### config.mk
export PLATFORM = sky130hd
export DESIGN_NAME = spi_master_xfer_ctrl
export DESIGN_NICKNAME = d
export VERILOG_FILES = /design/src/rtl/spi_master_xfer_ctrl.sv
export SDC_FILE = /design/constraint.sdc
export NUM_CORES = 1
export LEC_CHECK = 0
export CAP_MARGIN = 0
export CORE_ASPECT_RATIO = 0.5
export CORE_MARGIN = 2
export CORE_UTILIZATION = 55
export CTS_CLUSTER_SIZE = 30
export DETAILED_ROUTE_END_ITERATION = 8
export HOLD_SLACK_MARGIN = 0.08
export PLACE_DENSITY = 0.84
export SYNTH_ARGS = -nofsm -noshare
export SYNTH_HDL_FRONTEND = slang
export SYNTH_SLANG_ARGS = --single-unit
### constraint.sdc
create_clock -name clk -period 9.5 [get_ports clk]
set_clock_uncertainty 0.15 [all_clocks]
set_input_delay 1.9 -clock clk [delete_from_list [all_inputs] [get_ports clk]]
set_output_delay 1.9 -clock clk [all_outputs]
set_load 0.005 [all_outputs]
### src/rtl/spi_master_xfer_ctrl.sv
// Purpose: sequences one SPI transaction (CMD, ADDR, DUMMY, DATA) on the shifter, owning csn, busy and eot.
// Latency: start to first setup cycle 1 clk; each phase costs 1 setup clk plus shifter time; EOT adds 1 clk.
// Backpressure: words wait on tx_data_ready; a DATA underrun holds the phase with csn low until txf_valid returns.
`timescale 1ns/1ps
module spi_master_xfer_ctrl (
    input  logic        clk,
    input  logic        rstn,
    input  logic        start,
    input  logic [31:0] cfg_cmd,
    input  logic [5:0]  cfg_cmd_len,
    input  logic [31:0] cfg_addr,
    input  logic [5:0]  cfg_addr_len,
    input  logic [15:0] cfg_dummy_len,
    input  logic [15:0] cfg_data_len,
    input  logic        cfg_quad,
    input  logic [31:0] txf_data,
    input  logic        txf_valid,
    output logic        txf_ready,
    input  logic        tx_edge,
    input  logic        tx_done,
    input  logic        tx_data_ready,
    input  logic        tx_clk_en,
    output logic        tx_en,
    output logic        tx_en_quad,
    output logic [15:0] tx_counter,
    output logic        tx_counter_upd,
    output logic [31:0] tx_data,
    output logic        tx_data_valid,
    output logic        spi_clk_en,
    output logic        csn,
    output logic        busy,
    output logic        eot
);

    typedef enum logic [3:0] {
        S_IDLE,
        S_CMD_SETUP,
        S_CMD,
        S_ADDR_SETUP,
        S_ADDR,
        S_DUMMY,
        S_DATA_SETUP,
        S_DATA,
        S_EOT
    } state_t;

    state_t      state_q;
    state_t      state_d;

    logic [31:0] cmd_q;
    logic [5:0]  cmd_len_q;
    logic [31:0] addr_q;
    logic [5:0]  addr_len_q;
    logic [15:0] dummy_len_q;
    logic [15:0] data_len_q;
    logic        quad_q;
    logic        csn_q;
    logic        busy_q;
    logic        word_sent_q;
    logic [15:0] dummy_cnt_q;

    logic        accept;
    logic [31:0] cmd_word;
    logic [31:0] addr_word;

    // Picks the first phase whose length is nonzero, in transaction order.
    // Callers zero the lengths of phases already done, so the same helper
    // serves the start decision and every phase exit.
    function automatic state_t first_phase(input logic [5:0]  c_len,
                                           input logic [5:0]  a_len,
                                           input logic [15:0] d_len,
                                           input logic [15:0] n_len);
        state_t nxt;
        if (c_len != 6'd0)
            nxt = S_CMD_SETUP;
        else if (a_len != 6'd0)
            nxt = S_ADDR_SETUP;
        else if (d_len != 16'd0)
            nxt = S_DUMMY;
        else if (n_len != 16'd0)
            nxt = S_DATA_SETUP;
        else
            nxt = S_EOT;
        return nxt;
    endfunction

    // Start is honoured only from IDLE, so a pulse while busy has no effect at all.
    assign accept = (state_q == S_IDLE) && start;

    // Command and address are right-aligned in config; the shifter wants them MSB-first.
    // A 32-bit length means the value already fills the word.
    assign cmd_word  = (cmd_len_q  >= 6'd32) ? cmd_q  : (cmd_q  << (6'd32 - cmd_len_q));
    assign addr_word = (addr_len_q >= 6'd32) ? addr_q : (addr_q << (6'd32 - addr_len_q));

    assign csn  = csn_q;
    assign busy = busy_q;

    // State register.
    always_ff @(posedge clk or negedge rstn) begin
        if (!rstn)
            state_q <= S_IDLE;
        else
            state_q <= state_d;
    end

    // Capture the transaction config when a start is accepted; held for the whole transfer.
    always_ff @(posedge clk or negedge rstn) begin
        if (!rstn) begin
            cmd_q       <= 32'd0;
            cmd_len_q   <= 6'd0;
            addr_q      <= 32'd0;
            addr_len_q  <= 6'd0;
            dummy_len_q <= 16'd0;
            data_len_q  <= 16'd0;
            quad_q      <= 1'b0;
        end else if (accept) begin
            cmd_q       <= cfg_cmd;
            cmd_len_q   <= cfg_cmd_len;
            addr_q      <= cfg_addr;
            addr_len_q  <= cfg_addr_len;
            dummy_len_q <= cfg_dummy_len;
            data_len_q  <= cfg_data_len;
            quad_q      <= cfg_quad;
        end
    end

    // Chip select and busy span from the accepted start through the EOT cycle.
    always_ff @(posedge clk or negedge rstn) begin
        if (!rstn) begin
            csn_q  <= 1'b1;
            busy_q <= 1'b0;
        end else if (accept) begin
            csn_q  <= 1'b0;
            busy_q <= 1'b1;
        end else if (state_q == S_EOT) begin
            csn_q  <= 1'b1;
            busy_q <= 1'b0;
        end
    end

    // CMD and ADDR each hand the shifter exactly one word; remember it was taken
    // so valid drops after the handshake. Re-armed in every setup cycle.
    always_ff @(posedge clk or negedge rstn) begin
        if (!rstn)
            word_sent_q <= 1'b0;
        else if (state_q == S_CMD_SETUP || state_q == S_ADDR_SETUP)
            word_sent_q <= 1'b0;
        else if ((state_q == S_CMD || state_q == S_ADDR) && tx_data_valid && tx_data_ready)
            word_sent_q <= 1'b1;
    end

    // Dummy clock counter; only meaningful inside DUMMY, zero elsewhere.
    always_ff @(posedge clk or negedge rstn) begin
        if (!rstn)
            dummy_cnt_q <= 16'd0;
        else if (state_q != S_DUMMY)
            dummy_cnt_q <= 16'd0;
        else if (tx_edge)
            dummy_cnt_q <= dummy_cnt_q + 16'd1;
    end

    // Next-state and per-phase shifter controls. tx_done is the only exit from
    // shifting phases and tx_edge is only counted in DUMMY, so a coincident
    // done/edge pair can never advance twice or count an edge twice.
    always_comb begin
        state_d        = state_q;
        txf_ready      = 1'b0;
        tx_en          = 1'b0;
        tx_en_quad     = 1'b0;
        tx_counter     = 16'd0;
        tx_counter_upd = 1'b0;
        tx_data        = 32'd0;
        tx_data_valid  = 1'b0;
        spi_clk_en     = 1'b0;
        eot            = 1'b0;

        case (state_q)
            S_IDLE: begin
                if (start)
                    state_d = first_phase(cfg_cmd_len, cfg_addr_len, cfg_dummy_len, cfg_data_len);
            end

            S_CMD_SETUP: begin
                tx_counter_upd = 1'b1;
                tx_counter     = {10'd0, cmd_len_q};
                state_d        = S_CMD;
            end

            S_CMD: begin
                tx_en         = 1'b1;
                tx_counter    = {10'd0, cmd_len_q};
                tx_data       = cmd_word;
                tx_data_valid = !word_sent_q;
                spi_clk_en    = tx_clk_en;
                if (tx_done)
                    state_d = first_phase(6'd0, addr_len_q, dummy_len_q, data_len_q);
            end

            S_ADDR_SETUP: begin
                tx_counter_upd = 1'b1;
                tx_counter     = {10'd0, addr_len_q};
                tx_en_quad     = quad_q;
                state_d        = S_ADDR;
            end

            S_ADDR: begin
                tx_en         = 1'b1;
                tx_en_quad    = quad_q;
                tx_counter    = {10'd0, addr_len_q};
                tx_data       = addr_word;
                tx_data_valid = !word_sent_q;
                spi_clk_en    = tx_clk_en;
                if (tx_done)
                    state_d = first_phase(6'd0, 6'd0, dummy_len_q, data_len_q);
            end

            S_DUMMY: begin
                // Shifter stays disabled; the clock generator runs free while edges are counted.
                spi_clk_en = 1'b1;
                tx_counter = dummy_len_q;
                if (tx_edge && (dummy_cnt_q + 16'd1 == dummy_len_q))
                    state_d = first_phase(6'd0, 6'd0, 16'd0, data_len_q);
            end

            S_DATA_SETUP: begin
                tx_counter_upd = 1'b1;
                tx_counter     = data_len_q;
                tx_en_quad     = quad_q;
                state_d        = S_DATA;
            end

            S_DATA: begin
                // FIFO feeds the shifter directly. On underrun the shifter drops its
                // clock request and keeps its bit count, so holding here with csn low
                // is enough to resume cleanly when the FIFO refills.
                tx_en         = 1'b1;
                tx_en_quad    = quad_q;
                tx_counter    = data_len_q;
                tx_data       = txf_data;
                tx_data_valid = txf_valid;
                txf_ready     = tx_data_ready;
                spi_clk_en    = tx_clk_en;
                if (tx_done)
                    state_d = S_EOT;
            end

            S_EOT: begin
                eot     = 1'b1;
                state_d = S_IDLE;
            end

            default: begin
                state_d = S_IDLE;
            end
        endcase
    end

endmodule
=== After elaboration in Yosys (flattened, before gate mapping) ===
Index checks and enable logic that the tools add are counted.

* $add $sub $neg: 3
* Multiplexer cells: 32
* Equality and inequality tests: 15
* Shifts and indexed selects: 2
* Order comparisons: 2
* Reduce and logical (&&, ||, !) cells: 26

{| class="wikitable"
|+ Operator list
! operator !! count
|-
| $pmux 32 s3 || 1
|-
| $mux 32 || 2
|-
| $pmux 16 s4 || 1
|-
| $reduce_bool 16->1 || 4
|-
| $shl 32x6->32 || 2
|-
| $mux 4 || 12
|-
| $mux 16 || 2
|-
| $pmux 4 s8 || 1
|-
| $reduce_bool 6->1 || 3
|-
| $add 16x1->16 const B || 1
|-
| $eq 16x16->1 || 1
|-
| $eq 4x3->1 const B || 4
|-
| $ge 6x6->1 const B || 2
|-
| $sub 6x6->6 const A || 2
|-
| $mux 1 || 11
|-
| $ne 2x2->1 const B || 5
|-
| $eq 4x2->1 const B || 2
|-
| $reduce_or 2->1 || 4
|-
| $reduce_bool 2->1 || 3
|-
| $reduce_or 3->1 || 2
|-
| $reduce_and 5->1 || 1
|-
| $eq 4x1->1 const B || 1
|-
| $eq 4x4->1 const B || 1
|-
| $logic_and 1x1->1 || 4
|-
| other kinds (6) || 8
|}

* Word-level logic and storage cells: 92
* Input bits: 149
* Output and inout port bits: 57
* Bits in registers: 132

=== Depth between registers and ports, before layout ===
Gate-level depths: netlist (run 1).

* Depth in word-level cells: 7
* Mapped depth: 14
* Gate-level depth less buffers: 8

=== Worst setup path before layout (run 1) ===
OpenSTA, ideal clock, no wires.

* Path kind: reg-to-output
* From: register cmd_len_q[0]
* To: output port tx_data[24]
* Arrival time: 2977 ps
* Path buffers: 4
* Stages on the path, launching flop included: 12
* Path slack: 4473 ps
* Cell sequence: dfrtp_1 -> buf_2 -> buf_6 -> inv_1 -> buf_2 -> ha_1 -> buf_6 -> mux2_2 -> mux4_2 -> a221oi_2 -> o21ai_1 -> a221o_1

* Cells in the longest elaborated chain, start to end: 4

{| class="wikitable"
|+ RTL lines
! element !! RTL line !! text
|-
| from (decl) || 51 || <nowiki>logic [5:0] cmd_len_q;</nowiki>
|-
| from (signal assigned) || 118 || <nowiki>cmd_len_q <= cfg_cmd_len;</nowiki>
|-
| $sub 6x6->6 || 92 || <nowiki>assign cmd_word = (cmd_len_q >= 6'd32) ? cmd_q : (cmd_q << (6'd32 - cmd_len_q));</nowiki>
|-
| $shl 32x6->32 || 92 ||
|-
| $mux 32 * || 92 ||
|-
| $pmux 32 s3 * || 177 || <nowiki>case (state_q)</nowiki>
|-
| to (decl) || 27 || <nowiki>output logic [31:0] tx_data,</nowiki>
|}

Every way passes the cells marked *; elsewhere a longest branch is shown, timed or not.

=== Final worst setup path (run 1) ===
* From: register addr_len_q[0]
* To: output port tx_data[30]

* Cells in the longest elaborated chain, start to end: 4

{| class="wikitable"
|+ RTL lines
! element !! RTL line !! text
|-
| from (decl) || 53 || <nowiki>logic [5:0] addr_len_q;</nowiki>
|-
| from (signal assigned) || 120 || <nowiki>addr_len_q <= cfg_addr_len;</nowiki>
|-
| $sub 6x6->6 || 93 || <nowiki>assign addr_word = (addr_len_q >= 6'd32) ? addr_q : (addr_q << (6'd32 - addr_len_q));</nowiki>
|-
| $shl 32x6->32 || 93 ||
|-
| $mux 32 * || 93 ||
|-
| $pmux 32 s3 * || 177 ||
|}

Marked as above.

==> results.md, run 1 <==
- Crit-path most repeated cell: o21ai_0
- Cell variety after synth: 87
- Via/cell ratio: between 7 and 8
- Drt pass-1 iters: 7
- Hold Slack: approximately 0.32 ns
- Grt ovf: 0
- Full die area: approximately 21,000 um^2
- Hold Crit Start: csn$_DFFE_PN1P_
- Relative slew slack: 26.23%
- #FFs+latches synth: between 100 and 150
- Core Area: 19,550 um^2
- Power Dens Cells: between 400 and 500 nW/um^2
- Clock buffer depth: 2
- Area delta synth->final: 24.12%
- Fin. Hold Viols: 0
- Final-report setup violation count: 0
- Peak VDD IR: 234.8 uV
- Initial antenna violation count: 0
- Worst Tran Pin Value: between 1 and 1.5 ns
- Initial core utilization: 56.29%
- Number of max-cap violations: 0
- Mapped Nets: ~1,300
- Reg2reg start: addr_len_q[0]$_DFFE_PN0P_
- Final GP Congestion: between 0.9 and 1
- Ant diodes: 0
- Cell Int Power: approximately 0.0032 W
- Dominant register cell in the synthesized netlist: dfrtp_1
- CTS-repair resized insts: 0
- CTS tree: done
- Share of post-route cells with drive strength above 1: around 22%
- Unrepaired setup endpoints after global routing: no
- Mapped cell area: around 11,000 um^2
- FFs w/ async S/R, synth: 100.0%
- Nets@finish: ~1,400
- YS warnings: 0
- Crit Path Category: flop to output port
- Die X-Extent: 204.0 um
- # hold bufs at CTS: 0
- DP Wirelength: between 20 and 30 mm
- Net Sw Frac: 49.73%
- Mapped Cells: around 1,100
- IO Count: approximately 200
- DRC Markers: 0
- Clock Sinks: about 130
- Antenna-violating nets left: 0
- GRT Overall Usage: 39.06%
- First-pass GRT wire length: roughly 63 mm
- Depth of the CTS H-tree: 4
- Slowest-stage cell, CP: ha_2
- HP Class: flop to flop
- Vias in the first global route: around 11,000
- Number of enable flip-flop cells after synthesis: 0
- Arrival time worst endpoint: between 5 and 6 ns
- CP required: between 7 and 8 ns
- Clock power frac: between 10% and 20%
- Vias post-DR: ~11,000
- Worst-skew pair later-pin latency: around 0.46 ns
- Status: finished, final reports clean
- Critical Path Start: addr_len_q[0]$_DFFE_PN0P_
- Final setup TNS: 0 ns
- Largest net degree at the start of global routing: 75
- CTS buffer count: 17
- Crit-path max FO: between 40 and 50
- Critical-path cell list: inv_2 -> ha_2 -> mux2_2 -> mux4_2 -> mux2i_1 -> o21ai_0 -> o21ai_0 -> o211ai_1 -> clkdlybuf4s50_1
- Final WL: between 40 and 50 mm
- I/O Buffers: 205
- Clock Tree Root: clkbuf_16
- CP Capture Type: output port
- Tmin final: 7.397 ns
- Drt initial violations: between 1,000 and 1,500
- Fin crit share: ~78%
- Setup bufs post-CTS: 0
- Leak: around 5.3 nW
- CP startpoint kind: flop
- Clk pin slew, worst setup/hold paths: 0.07 ns
- Post-DR wirelength/cell: between 20 and 30 um
- Max Slew Vio Count: 0
- Net switching power: roughly 0.0031 W
- Sequential share of the synthesized area: between 30% and 40%
- Logic pwr share: a little under 70%
- Slowest stage delay, CP: about 1.2 ns
- Post-Syn Area per Cell: slightly below 10 um^2
- Die H: roughly 100 um
- Register share of total power: a little over a fifth
- F_max: ~0.14 GHz
- Row cnt: 36
[power groups by stage]
stage / logic [W] / clock network, W / registers, W
after detailed placement: 0.00412 / 0 / 0.00134
after floorplan: 0.00306 / 0 / 0.00103
after global routing: 0.00453 / 0.000685 / 0.00139
final: 0.00428 / 0.000658 / 0.00136
after CTS: 0.00416 / 0.000661 / 0.00133
after global placement: 0.00409 / 0 / 0.00133
[cells in the mapped netlist, drive strengths merged, types with 3 or more instances]
cell,instances,area share (%)
a211o,3,0.24
a211oi,6,0.41
a21o,3,0.20
a21oi,33,1.5
a221o,7,0.64
a221oi,4,0.53
a222oi,14,1.3
a22o,14,1.1
a22oi,18,1.2
a2bb2oi,3,0.24
a31oi,11,0.63
a32o,5,0.45
a32oi,11,0.88
and2,10,0.57
and3,7,0.40
buf,46,2.6
clkbuf,50,1.7
dfrtp,131,30
ha,3,0.34
inv,17,0.58
mux2,144,15
mux2i,40,3.7
mux4,53,11
nand2,134,4.6
nand2b,4,0.23
nand3,19,0.96
nand4,17,0.97
nor2,74,2.5
nor2b,7,0.40
nor3,14,0.84
nor3b,3,0.20
nor4,26,1.7
nor4b,3,0.30
o2111ai,5,0.40
o211ai,18,1.2
o21ai,51,2.3
o221ai,13,1.0
o22ai,3,0.17
o41ai,3,0.24
or3,3,0.17
or3b,6,0.50
or4b,3,0.27
xnor2,23,1.8
xor2,17,1.6
[area by class of cell]
class	instances	area (um^2)
Clock buffer	18	439.2
Timing Repair Buffer	223	2185
Fill cell	1494	5891
Tap cell	266	332.8
Inverter	17	63.81
Sequential cell	132	3306
Multi-Input combinational cell	868	7196
Clock inverter	14	136.4
[worst max-delay path, delay by kind of cell (launching register included)]
| family | cells | cell delay, ns |
|---|---|---|
| muxes | 3 | 1.24 |
| DFF | 1 | 1.04 |
| AOI/OAI and AO/OA | 3 | 0.64 |
| adders and majority gates | 1 | 1.16 |
| buffers and inverters | 2 | 0.78 |
[state kept, by name (all words and copies together), names as in the netlist, 4 cells and up]
name         count
addr_q          32
cmd_q           32
data_len_q      16
dummy_cnt_q     16
dummy_len_q     16
addr_len_q       6
cmd_len_q        6
state_q          4
[through the flow]
step / cells / util (%) / instance area [um^2] / power, W / worst slack (ns)
final: 1538 / 69.87 / 13660 / 0.006297 / 2.103
after CTS: 1538 / 69.87 / 13660 / 0.006152 / 2.229
after global placement: 1506 / 66.92 / 13080 / 0.005414 / 2.855
after global routing: 1538 / 69.87 / 13660 / 0.006599 / 1.810
after floorplan: 1113 / - / 11000 / 0.004087 / 4.473
after detailed placement: 1506 / 66.92 / 13080 / 0.005463 / 2.744
[cell families (layout without fill, tap and decap cells)]
logic type | count (synthesis) | after routing | synth area share (%)
DFF | 132 | 132 | 30.03
and+or+nand+nor | 338 | 338 | 15.20
buffers and inverters | 113 | 272 | 4.866
xor gates and xnor gates | 41 | 41 | 3.661
adders and majority gates | 3 | 3 | 0.3411
AOI/OAI and AO/OA | 249 | 249 | 16.65
muxes | 237 | 237 | 29.26
[layout by cell type, fill, tap and decap left out, types with 13 or more instances in the layout]
master,synthesis,layout
clkbuf_16,0,17
mux2_2,144,144
o211ai_1,18,18
dfrtp_1,131,130
a222oi_1,14,14
a22oi_1,18,18
clkdlybuf4s50_1,0,204
a22o_1,14,14
a21oi_1,33,33
nor4_1,23,23
inv_1,16,16
nor2_1,74,74
nand4_1,17,17
o21ai_0,49,49
o221ai_1,13,13
buf_4,15,19
mux2i_1,39,39
nand2_1,134,133
mux4_2,53,53
xor2_1,13,13
nand3_1,17,17
xnor2_1,23,21
[metal layers]
layer  vias to the layer above  global-route usage (%)  wire [um]
li1                       4585                       -          -
met1                      5301                   54.29      16500
met2                       786                   58.33      18010
met3                       133                   9.743       4702
met4                         0                   16.20       1559
met5                         -                       0          0
[final timing paths]
kind                       slack, ns  cells past startpoint                           to
max in group asynchronous       6.35                      2         cmd_q[7]$_DFFE_PN0P_
setup / recovery                2.10                      9                  tx_data[30]
hold reg to reg                 0.32                      2              csn$_DFFE_PN1P_
min in group asynchronous       1.36                      1  dummy_cnt_q[13]$_DFFE_PN0P_
hold / removal                  0.32                      2              csn$_DFFE_PN1P_
setup reg to reg                6.09                      8       state_q[0]$_DFFE_PN0P_
Power figures use the tool's default switching activity.
==> run 2: changes to the inputs <==
CORE_UTILIZATION = 49   (was 55)
PLACE_DENSITY = 0.79   (was 0.84)
clock period = 6.7 ns   (was 9.5 ns; I/O delays follow)
==> run 2 against run 1 <==
  * First-iteration DRC count increased by 0.88%
  * Combinational power increased by 44%
  * Via count decreased by 2.9%
  * Sequential share of layout area decreased by 0.18 points
  * Register-to-register slack got worse by 2.5 ns
  * Power increased by 43%
  * Critical endpoint is now tx_data[10]
==> results.md, run 2 (synthesized netlist as in run 1, its figures left out) <==
- Status: finished, final reports clean
- Slowest stage delay, CP: 0.80 ns
- Number of max-cap violations: 0
- CTS-repair resized insts: 0
- Crit Path Category: flop to output port
- CP startpoint kind: flop
- Relative slew slack: a little over a third
- Final WL: 41.49 mm
- WHS Endpoint: csn$_DFFE_PN1P_
- Row cnt: 38
- Clock power frac: between 10% and 20%
- DRC Markers: 0
- Slowest-stage cell, CP: ha_1
- Logic pwr share: 68.3%
- F_max: about 0.16 GHz
- Fin cells: 1,577
- CTS buffer count: 17
- Number of cells on the worst hold path: 2
- Vias post-DR: between 10,000 and 15,000
- Drt pass-1 iters: 6
- Crit-path max FO: 23
- Initial core utilization: between 50% and 60%
- IO Count: 206
- Register share of total power: approximately a fifth
- Grt ovf: 0
- Die H: about 110 um
- Worst Tran Pin Value: about 1 ns
- R2R Setup Slk: approximately 3.6 ns
- Clock Tree Root: clkbuf_16
- Area delta synth->final: 25.07%
- Tmin final: around 6 ns
- Vias in the first global route: about 10,000
- HP Class: flop to flop
- Cell Int Power: roughly 0.0046 W
- Reg2reg start: state_q[0]$_DFFE_PN0P_
- First-pass GRT wire length: 62.29 mm
- CP Capture Type: output port
- Antenna-violating nets left: 0
- Fin crit share: 90.62%
- Final GP Congestion: about 1
- Setup ws final: 0.6287 ns
- Leak: 5.283 nW
- Fin. Hold Viols: 0
- Net Sw Frac: about 50%
- Top flop regs: addr_q x32, cmd_q x32
- Initial antenna violation count: 0
- Placed cells: between 1,500 and 2,000
- I/O Buffers: 205
- Full die area: 23,740 um^2
- Net switching power: between 0.004 and 0.005 W
- Post-route cell area: ~14,000 um^2
- Nets@finish: ~1,400
- # hold bufs at CTS: 0
- Drt initial violations: roughly 1,400
- Final-report setup violation count: 0
- CTS tree: done
- Unrepaired setup endpoints after global routing: no
- Worst-skew pair later-pin latency: between 0.4 and 0.5 ns
- Arrival time worst endpoint: ~4.6 ns
- Critical-path cell list: inv_1 -> ha_1 -> buf_4 -> mux2_2 -> mux4_2 -> mux2_2 -> a22oi_1 -> o221ai_1 -> clkdlybuf4s50_1
- Hold Crit Start: csn$_DFFE_PN1P_
- Crit-path most repeated cell: mux2_2
- Max Slew Vio Count: 0
- Core Area: 21,870 um^2
- Clock Sinks: roughly 130
- Setup bufs post-CTS: 0
- Clk pin slew, worst setup/hold paths: approximately 0.070 ns
- Clock buffer depth: 2
- Share of post-route cells with drive strength above 1: 22.40%
- R2R depth: 4
- DP Wirelength: 31.23 mm
- Commonest non-fill, non-tap cells in the layout: clkdlybuf4s50_1 (204), mux2_2 (144), nand2_1 (133)
- Depth of the CTS H-tree: 4
- Post-DR wirelength/cell: ~26 um
- GRT Overall Usage: roughly a third
- Power Dens Cells: between 600 and 700 nW/um^2
- Largest net degree at the start of global routing: between 70 and 80
- Final setup TNS: 0 ns
- Area after DPL: about 13,000 um^2
- Die X-Extent: ~220 um
- Peak VDD IR: approximately 330 uV
- PnR Total Power: about 0.009 W
- Via/cell ratio: around 6.7
- Ant diodes: 0
- Most common cell after layout, fill and taps aside: clkdlybuf4s50_1
- Worst r2r dst: addr_q[4]$_DFFE_PN0P_
- Pre-CTS setup slack: ~1.2 ns
- CP required: roughly 5.2 ns
## run 2: cell types whose count changed in the layout (fill, tap and decap cells not counted), moves of 2 or more
| cell | change |
|---|---|
| buf_4 | +5 |
| bufinv_16 | +3 |
| clkinv_2 | +2 |
| inv_6 | -3 |
| inv_8 | -2 |
## run 2: layout make-up
class	count	area, um^2
Timing Repair Buffer	228	2222
Inverter	17	63.81
Fill cell	1766	8108
Tap cell	300	375.4
Clock buffer	18	429.2
Sequential cell	132	3306
Multi-Input combinational cell	868	7188
Clock inverter	14	178.9
## run 2: layer usage
metal	part of all wire (%)	up-vias	wire (um)	track usage [%]
li1	-	4587	-	-
met3	9.6	69	3999	8.824
met1	43	5265	17800	48.66
met5	0	-	0	0
met2	45	573	18710	54.46
met4	2.4	0	987	12.13
## run 2: worst max path at each step
stage	from	to	cells past startpoint
3_5_place_dp	cmd_len_q[0]$_DFFE_PN0P_	tx_data[10]	9
4_1_cts	cmd_len_q[0]$_DFFE_PN0P_	tx_data[10]	9
3_3_place_gp	cmd_len_q[0]$_DFFE_PN0P_	tx_data[10]	9
2_1_floorplan	cmd_len_q[0]$_DFFE_PN0P_	tx_data[24]	11
6_report	cmd_len_q[0]$_DFFE_PN0P_	tx_data[10]	9
5_1_grt	cmd_len_q[0]$_DFFE_PN0P_	tx_data[10]	9
## run 2: metrics by stage
stage | utilization (%) | hold WS [ns]
5_1_grt | 62.93 | 0.3502
4_1_cts | 62.93 | 0.3252
3_5_place_dp | 60.15 | 0.3139
6_report | 62.93 | 0.3260
3_3_place_gp | 60.15 | 0.2997
2_1_floorplan | - | 0.2982
## run 2: power by group through the flow
stage          clock (W)  combinational (W)  sequential (W)
3_3_place_gp           0            0.00595         0.00183
4_1_cts          0.00101            0.00601         0.00183
6_report        0.000999            0.00617         0.00186
2_1_floorplan          0            0.00434         0.00146
5_1_grt          0.00104            0.00652         0.00190
3_5_place_dp           0            0.00597         0.00184
## run 2: critical path: cells and delay by family, from the launching register on
kind                     cells  cell delay (ns)
AO/OA/AOI/OAI                2             0.41
adder cells (fa/ha/maj)      1             0.80
multiplexers                 3             1.17
buffers and inverters        3             1.34
flip-flops                   1             0.38
